## config.mk

```make
export PLATFORM = sky130hd
export DESIGN_NAME = wb_regfile
export DESIGN_NICKNAME = d
export VERILOG_FILES = /design/src/rtl/wb_regfile_pkg.sv /design/src/rtl/wb_mux.sv /design/src/rtl/wb_regfile.sv
export SDC_FILE = /design/constraint.sdc
export NUM_CORES = 2
export LEC_CHECK = 0
export ABC_AREA = 1
export CORE_ASPECT_RATIO = 1.5
export CORE_MARGIN = 2
export CORE_UTILIZATION = 30
export DETAILED_ROUTE_END_ITERATION = 8
export SYNTH_ARGS = -nofsm -noshare
export SYNTH_HDL_FRONTEND = slang
export SYNTH_SLANG_ARGS = --single-unit
```

## constraint.sdc

```tcl
create_clock -name clk_i -period 63.9 [get_ports clk_i]
set_input_delay 12.78 -clock clk_i [delete_from_list [all_inputs] [get_ports clk_i]]
set_output_delay 12.78 -clock clk_i [all_outputs]
set_load 0.03 [all_outputs]
```

## src/rtl/wb_regfile_pkg.sv

```systemverilog
// Shared widths and constants for the
// write-back stage and register file.
package wb_regfile_pkg;
  localparam int DATA_W = 32;
  localparam int REG_ADDR_W = 5;
  localparam int NUM_REGS = 32;
  localparam logic [REG_ADDR_W-1:0] ZERO_REG = '0;
endpackage

```

## src/rtl/wb_mux.sv

```systemverilog
// Write-back source selector:
// load data or ALU result.
module wb_mux
  import wb_regfile_pkg::*;
(
  input  logic              memToReg,
  input  logic [DATA_W-1:0] aluRes,
  input  logic [DATA_W-1:0] memData,
  output logic [DATA_W-1:0] wbData
);
  assign wbData = memToReg ? memData : aluRes;
endmodule

```

## src/rtl/wb_regfile.sv

```systemverilog
// 31x32 register file with same-cycle
// write-back bypass and retire counter.
module wb_regfile
  import wb_regfile_pkg::*;
(
  input  logic                  clk_i,
  input  logic                  rst_i,
  input  logic                  start_i,
  input  logic                  RegWrite_i,
  input  logic                  MemToReg_i,
  input  logic [DATA_W-1:0]     MemAddr_i,
  input  logic [DATA_W-1:0]     MemRead_Data_i,
  input  logic [REG_ADDR_W-1:0] Rd_Addr_i,
  input  logic [REG_ADDR_W-1:0] RS1addr_i,
  input  logic [REG_ADDR_W-1:0] RS2addr_i,
  output logic [DATA_W-1:0]     RS1data_o,
  output logic [DATA_W-1:0]     RS2data_o,
  output logic [DATA_W-1:0]     WB_Data_o,
  output logic [DATA_W-1:0]     Retired_o
);
  logic [DATA_W-1:0] regs [1:NUM_REGS-1];
  logic [DATA_W-1:0] retired;
  logic [DATA_W-1:0] wbData;
  logic              commit;

  wb_mux uMux (
    .memToReg (MemToReg_i),
    .aluRes   (MemAddr_i),
    .memData  (MemRead_Data_i),
    .wbData   (wbData)
  );

  // rst_i also gates the bypass path
  assign commit = start_i & RegWrite_i & ~rst_i
                & (Rd_Addr_i != ZERO_REG);

  always_ff @(posedge clk_i or posedge rst_i) begin
    if (rst_i) begin
      for (int i = 1; i < NUM_REGS; i++)
        regs[i] <= '0;
      retired <= '0;
    end else if (commit) begin
      for (int i = 1; i < NUM_REGS; i++)
        if (Rd_Addr_i == REG_ADDR_W'(i))
          regs[i] <= wbData;
      retired <= retired + 1'b1;
    end
  end

  always_comb begin
    RS1data_o = '0;
    RS2data_o = '0;
    if (RS1addr_i != ZERO_REG)
      RS1data_o = regs[RS1addr_i];
    if (RS2addr_i != ZERO_REG)
      RS2data_o = regs[RS2addr_i];
    if (commit && RS1addr_i == Rd_Addr_i)
      RS1data_o = wbData;
    if (commit && RS2addr_i == Rd_Addr_i)
      RS2data_o = wbData;
  end

  assign WB_Data_o = wbData;
  assign Retired_o = retired;
endmodule

```

==> results.py <==
metrics = {
    "status": {
        "status": "finished clean",
    },
    "timing": {
        "finalCritPeriodShare": 0.4685,
        "finalSetupTns_ps": 0,
        "worst_slack_ps": 33970,
        "fmax_ghz": 0.03341,
        "whs_ps": 482.8,
        "rsz0062_at_grt": "false",
        "drv_slew": 0,
        "setup_viol": 0,
        "relSlewSlack": 0.1011,
        "fin_crit_ps": 29930,
        "skew_ps": 12.87,
        "tightest_slew_ps": 1345,
        "final_hold_viol_count": 0,
    },
    "hold_path": {
        "hold_class": "reg2reg",
        "hp-start": "regs[530]",
        "worst_hold_path.num_cells": 2,
        "min_delay_worst_endpoint": "regs[530]",
    },
    "placement": {
        "place.gp.congestion": 0.9055,
        "portBuffers": 211,
        "dpl.hpwl_um": 146400,
        "preCtsSetupSlack_ps": 34240,
    },
    "logic_synthesis": {
        "yosys_warnings": 0,
        "async_flop_share": 1.000,
        "synth_cell_types": 32,
        "syn_inst": 9063,
        "ys_seq_area_frac": 0.4252,
        "synth_flop_cell": "dfrtp_1",
        "netlist_area_um2": 60260,
        "ys_seq_elements": 1024,
        "synth_area_leaders": "dfrtp_1, nand2_1, nand3_1",
        "synth.avg_cell_area_um2": 6.649,
        "synth_top_cell_area_share": 0.4252,
        "synth_edf_count": 0,
        "yosysTopAreaCell": "dfrtp_1",
        "syn-num-nets": 9148,
    },
    "die": {
        "coreArea_um2": 199700,
        "rows": 201,
        "num_io_pins": 212,
        "die_x_um": 369.9,
        "initial_core_util": 0.3018,
        "die_h_um": 552.9,
        "die_area_um2": 204500,
    },
    "finish": {
        "area_delta_synth_final_pct": 12.13,
        "fill_cells": 21389,
        "layout-drive-gt1-share": 0.04338,
        "design.final.nets": 8895,
    },
    "worst_setup_path": {
        "crit_path_top_delay_cell": "nor2_4",
        "crit_buf_inv": 4,
        "cp.required_ps": 51120,
        "crit_family": "simple AND/OR/NAND/NOR gates",
        "critPathMostFrequentCell": "nand3_1",
        "crit_path_start_kind": "input port",
        "r2r-end": "Retired_o[24]",
        "critical_path.endpoint_type": "primary output",
        "crit_type": "in2out",
        "slowest_delay_ps": 1130,
        "crit_chain": "buf_8 > inv_8 > nor2_4 > buf_4 > nand2_1 > nand3_1 > nand3_1 > nand3_1 > nand3_1 > nand2_1 > clkdlybuf4s50_1",
        "ff2ff_path_depth": 8,
        "path_max_fanout": 101,
        "arrival_ps": 17150,
        "regToRegSetupSlack_ps": 61950,
        "crit_start": "RS2addr_i[0]",
        "r2r_start": "Retired_o[0]",
    },
    "global_routing": {
        "grt_pass1_wl_um": 387200,
        "grtUsageTotal": 0.2516,
        "first_global_vias": 59380,
        "antenna_found_initial": 10,
        "gr-total-overflow": 0,
        "grt_max_degree": 184,
    },
    "run": {
        "cap_violations": 0,
    },
    "clock_tree": {
        "cts_tree": "yes",
        "cts_buffers": 112,
        "cts_resized": 0,
        "cts_root_buf": "clkbuf_16",
        "ctsHtreeMaxLevel": 3,
        "clk_latency_ps": 750,
        "post-cts-setup-buffer-count": 0,
        "clockBufferDepth": 3,
        "cts_hold_buf": 0,
        "path_clk_slew_ps": 60,
        "numClockSinks": 1024,
    },
    "detailed_routing": {
        "drtPass1Iterations": 7,
        "drc": 0,
        "via_per_inst": 5.422,
        "drt-initial-drc-count": 8571,
        "final_antenna_net_count": 0,
        "totalWireLength_um": 264100,
        "via_count": 62567,
        "post_drt_wl_per_cell_um": 22.89,
    },
    "pwr": {
        "leakagePower_nw": 31.68,
        "p_per_area_nw_per_um2": 26.24,
        "ir_drop_v": 0.00002136,
    },
}
## synthesized netlist by cell type, drive strengths merged, types with 2 or more instances
cell type,instances
nand2,3293
nand3,1277
o21ai,1118
dfrtp,1024
inv,960
nor2,469
buf,346
clkbuf,324
o211ai,97
a21oi,82
nand4,21
xor2,20
xnor2,12
nor3,9
or2,4
clkinv,2
nand3b,2
## power breakdown
group	total (mW)	internal [mW]	switching, mW	leakage, nW
Clock	0.702	0.414	0.288	1.93
Combinational	0.332	0.0947	0.237	16.4
Sequential	0.738	0.704	0.0339	13.4
Total	1.77	1.21	0.559	31.7
## how the worst max path moves through the flow
stage	to	depth (start not counted)	slack, ps
after floorplan	Retired_o[0]	1	22300
after global placement	RS2data_o[14]	10	33790
after detailed placement	RS2data_o[14]	11	34240
after CTS	RS2data_o[14]	11	34250
after global routing	RS2data_o[15]	11	34010
final	RS2data_o[14]	11	33970
## layer usage
metal | wire, um | share of wire | vias to the layer above | global-route usage
met4 | 15070 | 0.057 | 10 | 0.1310
met5 | 301 | 0.0011 | - | 0
met2 | 113600 | 0.43 | 4031 | 0.3847
li1 | - | - | 27989 | -
met3 | 33400 | 0.13 | 818 | 0.06849
met1 | 101700 | 0.38 | 29719 | 0.3228
## cell type report
cell class	instances	area, um^2	area share
Multi-Input combinational cell	6407	28190	0.4171
Antenna cell	2	5.005	0.00007407
Sequential cell	1024	25620	0.3792
Clock buffer	167	3372	0.04990
Inverter	962	3659	0.05415
Tap cell	2639	3302	0.04887
Timing Repair Buffer	303	2893	0.04281
Clock inverter	35	528.0	0.007814
## worst reg2reg max path, cell delays in order, from the launching register on
cell and delay (ps):
dfrtp_1 420, ha_1 250, nand3_1 150, inv_1 140
nand2_1 110, nor2_1 230, nand4_1 250, nor2_1 190
xor2_1 150
## kinds of logic after synthesis
| group | count (synthesis) | share of synthesized area |
|---|---|---|
| simple gates | 5077 | 0.3482 |
| buf+inv | 1632 | 0.1100 |
| compound gates | 1297 | 0.1118 |
| flops | 1024 | 0.4252 |
| xor+xnor | 32 | 0.004651 |
| fa+ha+maj | 1 | 0.0002076 |
## per-stage QoR
| stage | std cells | utilization | area (um^2) | power [mW] |
|---|---|---|---|---|
| global route | 11538 | 0.3384 | 67570 | 1.843 |
| CTS | 11537 | 0.3384 | 67560 | 1.771 |
| detailed placement | 11335 | 0.3188 | 63660 | 1.073 |
| global placement | 11335 | 0.3188 | 63660 | 1.067 |
| finish | 11539 | 0.3384 | 67570 | 1.773 |
| floorplan | 9063 | - | 60260 | 0.9555 |
## flip-flops by register name, indices dropped and copies added, names as in the netlist
register   flops
regs         992
Retired_o     32
## placed cells by master (no fill, tap or decap), types with 2 or more instances in the layout
cell	n
inv_8	3
nand4_1	21
o211ai_1	97
dfrtp_1	1024
inv_4	2
nand2_1	3233
inv_2	10
clkbuf_16	114
nand3b_1	2
o21ai_1	151
clkdlybuf4s50_1	200
buf_8	4
bufinv_16	13
xor2_1	20
nand2_8	2
buf_12	7
nand2_4	25
inv_1	942
clkbuf_8	32
clkinvlp_4	2
nor2_2	5
nor3_1	8
nor2_1	451
a21oi_1	82
nand3_1	1277
o21ai_0	967
nor2_4	13
xnor2_1	12
or2_2	4
buf_4	87
inv_6	4
clkinv_8	2
nand2_2	33
clkinv_2	18
buf_6	2
clkbuf_1	21
buf_2	3
diode_2	2
(Power assumes the default switching activity.)
